### config.mk
export PLATFORM = sky130hd
export DESIGN_NAME = lif_tdm_array
export DESIGN_NICKNAME = d
export VERILOG_FILES = /design/src/rtl/lif_pkg.sv /design/src/rtl/lif_core.sv /design/src/rtl/lif_tdm_array.sv
export SDC_FILE = /design/constraint.sdc
export NUM_CORES = 1
export LEC_CHECK = 0
export CAP_MARGIN = 20
export CORE_MARGIN = 2
export CORE_UTILIZATION = 60
export CTS_CLUSTER_DIAMETER = 60
export DETAILED_ROUTE_END_ITERATION = 12
export HOLD_SLACK_MARGIN = 0.02
export PLACE_DENSITY_LB_ADDON = 0.2
export SYNTH_ARGS = -nofsm -noshare
export SYNTH_HDL_FRONTEND = slang
export SYNTH_SLANG_ARGS = --single-unit
### constraint.sdc
create_clock -name clk -period 12.15 [get_ports clk]
set_input_delay 3.0375 -clock clk [delete_from_list [all_inputs] [get_ports clk]]
set_output_delay 3.0375 -clock clk [all_outputs]
set_load 0.01 [all_outputs]
### src/rtl/lif_pkg.sv
// lif_pkg: shared constants and helpers for the time-multiplexed LIF array.
//   DEF_* : default parameter values for lif_tdm_array / lif_core
//   SAT_W : working width of the saturating adder helper
//   sat_add(a, b, w) : a + b clamped to 2^w-1 (w < SAT_W)
package lif_pkg;

   localparam int DEF_N_NEURONS  = 4;
   localparam int DEF_WIDTH      = 8;
   localparam int DEF_THRESHOLD  = 200;
   localparam int DEF_LEAK_SHIFT = 1;
   localparam int DEF_REFRAC     = 2;
   localparam int SAT_W          = 32;

   function automatic logic [SAT_W-1:0] sat_add(input logic [SAT_W-1:0] a,
                                                input logic [SAT_W-1:0] b,
                                                input int unsigned      w);
      logic [SAT_W:0] sum;
      logic [SAT_W:0] lim;
      sum = {1'b0, a} + {1'b0, b};
      lim = ({{SAT_W{1'b0}}, 1'b1} << w) - {{SAT_W{1'b0}}, 1'b1};
      if (sum > lim) begin
         return lim[SAT_W-1:0];
      end
      return sum[SAT_W-1:0];
   endfunction

endpackage

### src/rtl/lif_core.sv
// lif_core: combinational leaky integrate-and-fire update for one neuron.
//   cur         : selected input current
//   state       : current membrane state
//   refrac      : remaining refractory sweeps
//   next_state  : membrane state after this update
//   next_refrac : refractory count after this update
//   spike       : neuron fired on this update
module lif_core
   import lif_pkg::*;
#(
   parameter int WIDTH      = DEF_WIDTH,
   parameter int THRESHOLD  = DEF_THRESHOLD,
   parameter int LEAK_SHIFT = DEF_LEAK_SHIFT,
   parameter int REFRAC     = DEF_REFRAC,
   parameter int RW         = 2
) (
   input  logic [WIDTH-1:0] cur,
   input  logic [WIDTH-1:0] state,
   input  logic [RW-1:0]    refrac,
   output logic [WIDTH-1:0] next_state,
   output logic [RW-1:0]    next_refrac,
   output logic             spike
);

   logic [WIDTH-1:0] leaked;
   logic [SAT_W-1:0] sum;

   always_comb begin
      leaked      = state >> LEAK_SHIFT;
      sum         = sat_add(SAT_W'(cur), SAT_W'(leaked), WIDTH);
      next_state  = leaked;
      next_refrac = refrac;
      spike       = 1'b0;
      if (refrac != '0) begin
         // refractory: leak only, input ignored
         next_refrac = refrac - RW'(1);
      end else if (sum >= SAT_W'(THRESHOLD)) begin
         next_state  = '0;
         next_refrac = RW'(REFRAC);
         spike       = 1'b1;
      end else begin
         // sum is already clamped to 2^WIDTH-1, so the upper bits are zero
         next_state = sum[WIDTH-1:0];
      end
   end

endmodule

### src/rtl/lif_tdm_array.sv
// lif_tdm_array: N leaky integrate-and-fire neurons sharing one update
// datapath; one neuron is updated per enabled clock (sweep = N cycles).
//   clk, rst     : clock, asynchronous active-high reset
//   en           : advance the sweep; all registers hold when low
//   ext_current  : per-neuron external current, slice [i*WIDTH +: WIDTH]
//   chain_mask   : bit i (i>=1) selects neuron i-1's previous-sweep state as input
//   spikes       : spike vector of the last completed sweep
//   spike_valid  : one-cycle pulse when spikes updates
//   state_out    : live membrane states, slice [i*WIDTH +: WIDTH]
module lif_tdm_array
   import lif_pkg::*;
#(
   parameter int N_NEURONS  = DEF_N_NEURONS,
   parameter int WIDTH      = DEF_WIDTH,
   parameter int THRESHOLD  = DEF_THRESHOLD,
   parameter int LEAK_SHIFT = DEF_LEAK_SHIFT,
   parameter int REFRAC     = DEF_REFRAC
) (
   input  logic                       clk,
   input  logic                       rst,
   input  logic                       en,
   input  logic [N_NEURONS*WIDTH-1:0] ext_current,
   input  logic [N_NEURONS-1:0]       chain_mask,
   output logic [N_NEURONS-1:0]       spikes,
   output logic                       spike_valid,
   output logic [N_NEURONS*WIDTH-1:0] state_out
);

   localparam int IW = $clog2(N_NEURONS);
   localparam int RW = (REFRAC > 0) ? $clog2(REFRAC + 1) : 1;
   localparam logic [IW-1:0] LAST = IW'(N_NEURONS - 1);

   logic [IW-1:0]    idx_q, idx_d;
   logic [WIDTH-1:0] state_q     [N_NEURONS];
   logic [WIDTH-1:0] state_d     [N_NEURONS];
   logic [RW-1:0]    refrac_q    [N_NEURONS];
   logic [RW-1:0]    refrac_d    [N_NEURONS];
   logic [WIDTH-1:0] ext_snap_q  [N_NEURONS];
   logic [WIDTH-1:0] ext_snap_d  [N_NEURONS];
   logic [WIDTH-1:0] prev_snap_q [N_NEURONS];
   logic [WIDTH-1:0] prev_snap_d [N_NEURONS];
   logic [N_NEURONS-1:0] mask_snap_q, mask_snap_d;
   logic [N_NEURONS-1:0] spk_acc_q, spk_acc_d;
   logic [N_NEURONS-1:0] spikes_q, spikes_d;
   logic                 spike_valid_q, spike_valid_d;

   logic [WIDTH-1:0] cur;
   logic [WIDTH-1:0] core_state;
   logic [RW-1:0]    core_refrac;
   logic             core_spike;

   // Neuron 0 is processed in the same cycle the snapshot is taken, so it
   // reads the live input; it never chains.
   always_comb begin
      if (idx_q == '0) begin
         cur = ext_current[WIDTH-1:0];
      end else if (mask_snap_q[idx_q]) begin
         cur = prev_snap_q[idx_q - IW'(1)];
      end else begin
         cur = ext_snap_q[idx_q];
      end
   end

   lif_core #(
      .WIDTH      (WIDTH),
      .THRESHOLD  (THRESHOLD),
      .LEAK_SHIFT (LEAK_SHIFT),
      .REFRAC     (REFRAC),
      .RW         (RW)
   ) u_core (
      .cur         (cur),
      .state       (state_q[idx_q]),
      .refrac      (refrac_q[idx_q]),
      .next_state  (core_state),
      .next_refrac (core_refrac),
      .spike       (core_spike)
   );

   always_comb begin
      idx_d         = idx_q;
      state_d       = state_q;
      refrac_d      = refrac_q;
      ext_snap_d    = ext_snap_q;
      prev_snap_d   = prev_snap_q;
      mask_snap_d   = mask_snap_q;
      spk_acc_d     = spk_acc_q;
      spikes_d      = spikes_q;
      spike_valid_d = 1'b0;
      if (en) begin
         state_d[idx_q]   = core_state;
         refrac_d[idx_q]  = core_refrac;
         spk_acc_d[idx_q] = core_spike;
         if (idx_q == '0) begin
            for (int unsigned i = 0; i < N_NEURONS; i++) begin
               ext_snap_d[i] = ext_current[i*WIDTH +: WIDTH];
            end
            mask_snap_d = chain_mask;
            prev_snap_d = state_q;
         end
         if (idx_q == LAST) begin
            spikes_d      = spk_acc_d;
            spike_valid_d = 1'b1;
            idx_d         = '0;
         end else begin
            idx_d = idx_q + IW'(1);
         end
      end
   end

   always_ff @(posedge clk or posedge rst) begin
      if (rst) begin
         idx_q <= '0;
         for (int unsigned i = 0; i < N_NEURONS; i++) begin
            state_q[i]     <= '0;
            refrac_q[i]    <= '0;
            ext_snap_q[i]  <= '0;
            prev_snap_q[i] <= '0;
         end
         mask_snap_q   <= '0;
         spk_acc_q     <= '0;
         spikes_q      <= '0;
         spike_valid_q <= 1'b0;
      end else begin
         idx_q         <= idx_d;
         state_q       <= state_d;
         refrac_q      <= refrac_d;
         ext_snap_q    <= ext_snap_d;
         prev_snap_q   <= prev_snap_d;
         mask_snap_q   <= mask_snap_d;
         spk_acc_q     <= spk_acc_d;
         spikes_q      <= spikes_d;
         spike_valid_q <= spike_valid_d;
      end
   end

   always_comb begin
      state_out = '0;
      for (int unsigned i = 0; i < N_NEURONS; i++) begin
         state_out[i*WIDTH +: WIDTH] = state_q[i];
      end
   end

   assign spikes      = spikes_q;
   assign spike_valid = spike_valid_q;

endmodule

==> Yosys cells after proc, flatten, opt, wreduce, memory -nomap -nowiden <==
Cells that the tools add are included.
{ "classes": {"n_addsub": 4, "order_cmp": 7, "eq_ne": 1, "mux": 37, "bitwise_logic": 2, "n_reduce_logical": 6} }
{ "op_table": {"columns": ["operator", "count"], "rows": [
  ["$mux 8", 11],
  ["$mux 32", 2],
  ["$bmux 8 s2", 3],
  ["$gt 33x8->1 const B", 1],
  ["$bwmux 32", 1],
  ["$ge 32x8->1 const B", 1],
  ["$demux 8 s2", 1],
  ["$mux 2", 6],
  ["$add 8x7->9", 1],
  ["$bwmux 8", 1],
  ["$mux 1", 7],
  ["$ge 3x3->1 const B", 2],
  ["$not 2->3", 2],
  ["$bmux 2 s2", 1],
  ["$bwmux 4", 1],
  ["$demux 2 s2", 1],
  ["$reduce_and 2->1", 2],
  ["$sub 2x1->2 const B", 2],
  ["$lt 2x3->1 const B", 1],
  ["$lt 3x1->1 const B", 1],
  ["$add 2x1->2 const B", 1],
  ["$bmux 1 s2", 1],
  ["$demux 1 s2", 1],
  ["$eq 2x2->1 const B", 1],
  ["4 further kinds", 5]
]} }
{ "totals": {"reg_bits": 119, "inputBits": 39, "output_inout_bits": 37, "elab_cells": 78} }

==> Longest topological paths before layout <==
{ "depth": {"ltp_word": 15, "mapped_depth": 19, "ltp_nobuf": 14} }

==> Modules after synthesis <==
Synthesis repeated with hierarchy kept, for this count alone.
{ "unflattened": {"cells_unflattened": 402, "area_unflattened_um2": 5821.8} }
{ "by_module_without_submodules": {"columns": ["mod", "instances", "cells_per_inst", "area_each_um2"], "rows": [
  ["lif_tdm_array", 1, 330, 5293.8],
  ["lif_core", 1, 72, 528.0]
]} }

==> Worst setup path before layout <==
OpenSTA, ideal clock, no wires.
{ "synth_timing": {"kind": "input to register", "from": "input port ext_current[0]", "to": "register state_q, in the netlist state_out[18]", "setup_time_ns": 0.096, "arrival_ns": 5.340, "required_time_ns": 12.054, "slack_ns": 6.714, "stages": 12, "path_buffers": 1, "path_cell_list": "nand2_1 o21ai_0 ha_1 fa_1 a21o_1 and4_1 or2_2 or3_1 a21oi_2 nor3b_2 buf_6 o31ai_1"} }
{ "synth_between": {"elab_chain_cells": 9} }
{ "synth_lines": {"columns": ["item", "line", "rtl"], "rows": [
  ["from (decl)", "lif_tdm_array.sv:22", "input logic [N_NEURONS*WIDTH-1:0] ext_current,"],
  ["$mux 8 (*)", "lif_tdm_array.sv:55", "if (idx_q == '0) begin"],
  ["$add 8x7->9 (*)", "lif_pkg.sv:19", "sum = {1'b0, a} + {1'b0, b};"],
  ["$gt 33x8->1", "lif_pkg.sv:21", "if (sum > lim) begin"],
  ["$mux 1", "lif_pkg.sv:21", null],
  ["$mux 32 (*)", "lif_pkg.sv:24", "return sum[SAT_W-1:0];"],
  ["$ge 32x8->1", "lif_core.sv:37", "end else if (sum >= SAT_W'(THRESHOLD)) begin"],
  ["$mux 8 (*)", "lif_core.sv:37", null],
  ["$mux 8 (*)", "lif_core.sv:34", "if (refrac != '0) begin"],
  ["$bwmux 32 (*)", "lif_tdm_array.sv:90", "state_d[idx_q] = core_state;"],
  ["to (signal assigned)", "lif_tdm_array.sv:125", "state_q <= state_d;"],
  ["to (decl)", "lif_tdm_array.sv:34", "logic [WIDTH-1:0] state_q [N_NEURONS];"]
]} }
Mark *: on every way between the ends. The rest lies on a longest branch, timed or not.
A chain may end at the register's enable or synchronous reset.

==> Worst setup path in the final report <==
{ "layout_timing": {"from": "input port ext_current[0]", "to": "register state_q, in the netlist state_out[25]"} }
Same word-level chain as after synthesis.

==> metrics.yaml <==
run_status:
  status: "complete, no violations"
hold_path:
  min_path_type: "register to register"
  hold_path_depth: 2
  holdPathEnd: "spk_acc_q[0]"
  hp-start: "spk_acc_q[0]"
die:
  io_pins: 76
  die_h_um: 102.4
  die_area_mm2: 0.01049
  num_rows: 35
  start_util_pct: 62.32
  die_w_um: 102.4
  core_mm2: 0.009328
setup_path:
  worstRegToRegCells: 15
  r2r_slack_ns: 6.88
  path_class: "primary input to register"
  worstReg2RegStart: "idx_q[0]"
  r2r-end: "state_out[25]"
  cp_max_fo: 16
  required_ns: 12.49
  arrival_ns: 6.32
  cp-start-kind: "primary input"
  cp-end-kind: "register"
clock_network:
  cts_tree: "yes"
  clock_sinks: 118
  cts.hold.buffers_added: 0
  clkLatencyLatePin_ns: 0.52
  htreeDepth: 4
  cts_inserted_buffers: 17
  cts_buffer_depth: 2
  path_clk_slew_ns: 0.05
  clockRootBuffer: "clkbuf_8"
  cts_resized: 0
  post_cts_buffers: 0
power_and_ir_drop:
  powerDensity_mw_per_mm2: 333.6
  power.share.switching_pct: 39.28
  power.share.sequential_pct: 28.1
  power_mw: 2.420
  cellLeakagePower_nw: 3.107
  p_clk_share_pct: 21.5
  power.switching_uw: 950.6
  internal_power_mw: 1.469
  irDropWorstVdd_v: 0.0002028
  p_comb_share_pct: 50.4
timing:
  hold_viol: 0
  tightest_slew_ns: 1.001
  slew_violations: 0
  fin_worst_skew_ns: 0.01190
  slew_headroom_pct: 33.00
  fin_setup_tns_ns: 0
  layout_setup_ws_ns: 6.168
  rsz0062_at_grt: "false"
  fin_crit_sh_pct: 49.24
  setup_viol: 0
  max_freq_mhz: 167.2
  fin_crit_ns: 5.982
yosys:
  post-synth-top-area-fraction_pct: 50.80
  yosys.area.top_type: "dfrtp_1"
  synthFlopType: "dfrtp_1"
  synthCells: 470
  yosys-top-cells-count: "dfrtp_1 (118), mux2_2 (71), nand2_1 (66)"
  ys_ff_latch: 118
  synthDistinctLibCells: 45
  synth.most_common_cell: "dfrtp_1"
  synth_area_mm2: 0.005813
  async_reset_ff_share_pct: 100.0
  synth_edf_count: 0
  yosysSeqAreaShare_pct: 50.80
  synthTopCellsByArea: "dfrtp_1 (51%), mux2_2 (14%), mux4_2 (10%)"
  synth_fp_nets: 521
  yosys_warnings: 0
  synth.avg_cell_area_um2: 12.37
global_routing:
  overflow: 0
  grt_antenna_before_repair: 0
  grt_pass1_vias: 4334
  grt_pass1_wl_um: 22130
  grt_max_degree: 72
  grt_usage_pct: 28.28
job:
  drv_cap: 0
placed_design:
  place_area_mm2: 0.006634
  preCtsSetupSlack_ns: 5.747
  place_congestion: 0.9936
  io_buffers: 75
  hpwl_um: 9190
detailed_routing:
  drt_wl_total_um: 14010
  drt_first_iter_violations: 437
  firstDrtPassIters: 6
  wl_per_cell_um: 20.51
  ant_nets: 0
  drc: 0
  avgViaCountPerCell: 6.242
  vias: 4263
cells_and_area:
  n_antenna_cell: 0
  area_growth_pct: 24.80
  fin_nets: 592
  finalCoreUtilization_pct: 77.77
  drive_above_1_share_pct: 25.45
  postLayoutCellArea_mm2: 0.007254
## critical path, cell delays in order
cell             delay [ns]
clkdlybuf4s50_1        0.43
nand2_1                0.06
o21ai_0                0.09
ha_1                   0.24
fa_1                   0.40
a21o_1                 0.19
and4_1                 0.23
o21a_1                 0.21
nor2_1                 0.17
a21o_1                 0.19
nor3b_2                0.82
o41ai_1                0.24
## stage by stage
stage | std cells | hold slack (ns)
after floorplan | 470 | 0.4407
after global placement | 651 | 0.4531
after detailed placement | 651 | 0.4666
after CTS | 683 | 0.4800
after global routing | 683 | 0.5108
final | 683 | 0.4772
## power groups by stage
stage | Clock, mW | Sequential [mW] | Combinational (mW)
6_report | 0.521 | 0.679 | 1.22
5_1_grt | 0.544 | 0.698 | 1.31
4_1_cts | 0.522 | 0.678 | 1.21
3_5_place_dp | 0 | 0.680 | 1.19
3_3_place_gp | 0 | 0.666 | 1.14
2_1_floorplan | 0 | 0.663 | 0.859
## registers in the layout, summed over array words and instances, names as in the netlist
register     flops
ext_snap_q      32
mask_snap_q      4
prev_snap_q     32
idx_q            2
spk_acc_q        3
spike_valid      1
refrac_q         8
spikes           4
state_out       32
## layer usage
layer / track usage, % / up-vias / routed length [um]
met2: 47.36 / 183 / 7215
met1: 35.82 / 2177 / 5616
li1: - / 1870 / -
met4: 13.33 / 0 / 439
met5: 0 / - / 0
met3: 5.267 / 33 / 740
## cell usage in the layout (no fill, tap or decap), types with 2 or more instances in the layout
master	instances
a211oi_1	2
a21o_1	4
a21oi_1	8
a31oi_1	5
and2_0	2
and2_1	2
buf_4	5
bufinv_16	4
clkbuf_16	16
clkbuf_8	3
clkdlybuf4s50_1	75
clkinv_2	3
clkinvlp_4	3
dfrtp_1	118
ha_1	11
inv_1	5
mux2_2	71
mux2i_1	8
mux4_2	26
nand2_1	66
nand3_1	4
nor2_1	12
nor3_1	2
nor3b_1	3
o21a_1	3
o21ai_0	31
o21ai_1	6
o221ai_1	2
o31ai_1	17
o41ai_1	4
or2_2	3
or3_1	8
xnor2_1	2
## cells by family (layout without fill, tap and decap cells)
| group | after synthesis | count (layout) | share of synthesized area (%) |
|---|---|---|---|
| buffers and inverters | 35 | 119 | 2.733 |
| XOR/XNOR | 3 | 3 | 0.4521 |
| flip-flops | 118 | 118 | 50.80 |
| adder cells (fa/ha/maj) | 12 | 12 | 2.712 |
| AND/OR/NAND/NOR | 107 | 107 | 8.265 |
| AO/OA/AOI/OAI | 90 | 90 | 9.837 |
| multiplexers | 105 | 105 | 25.20 |
## how the worst max path moves through the flow
stage,slack [ns],depth (start not counted),from,endpoint
6_report,6.17,12,ext_current[0],state_out[25]
5_1_grt,6.02,11,ext_current[1],state_out[25]
4_1_cts,6.24,12,ext_current[0],state_out[25]
3_5_place_dp,5.75,12,ext_current[0],state_out[25]
3_3_place_gp,5.90,12,ext_current[0],state_out[17]
2_1_floorplan,5.98,1,rst,ext_snap_q[0]
## final cells by class
type,count,area (um2)
Inverter,7,28.78
Fill cell,585,2073
Clock buffer,20,445.4
Tap cell,129,161.4
Clock inverter,12,175.2
Sequential cell,118,2953
Multi-Input combinational cell,317,2703
Timing Repair Buffer,80,788.3
Power figures use the tool's default switching activity.
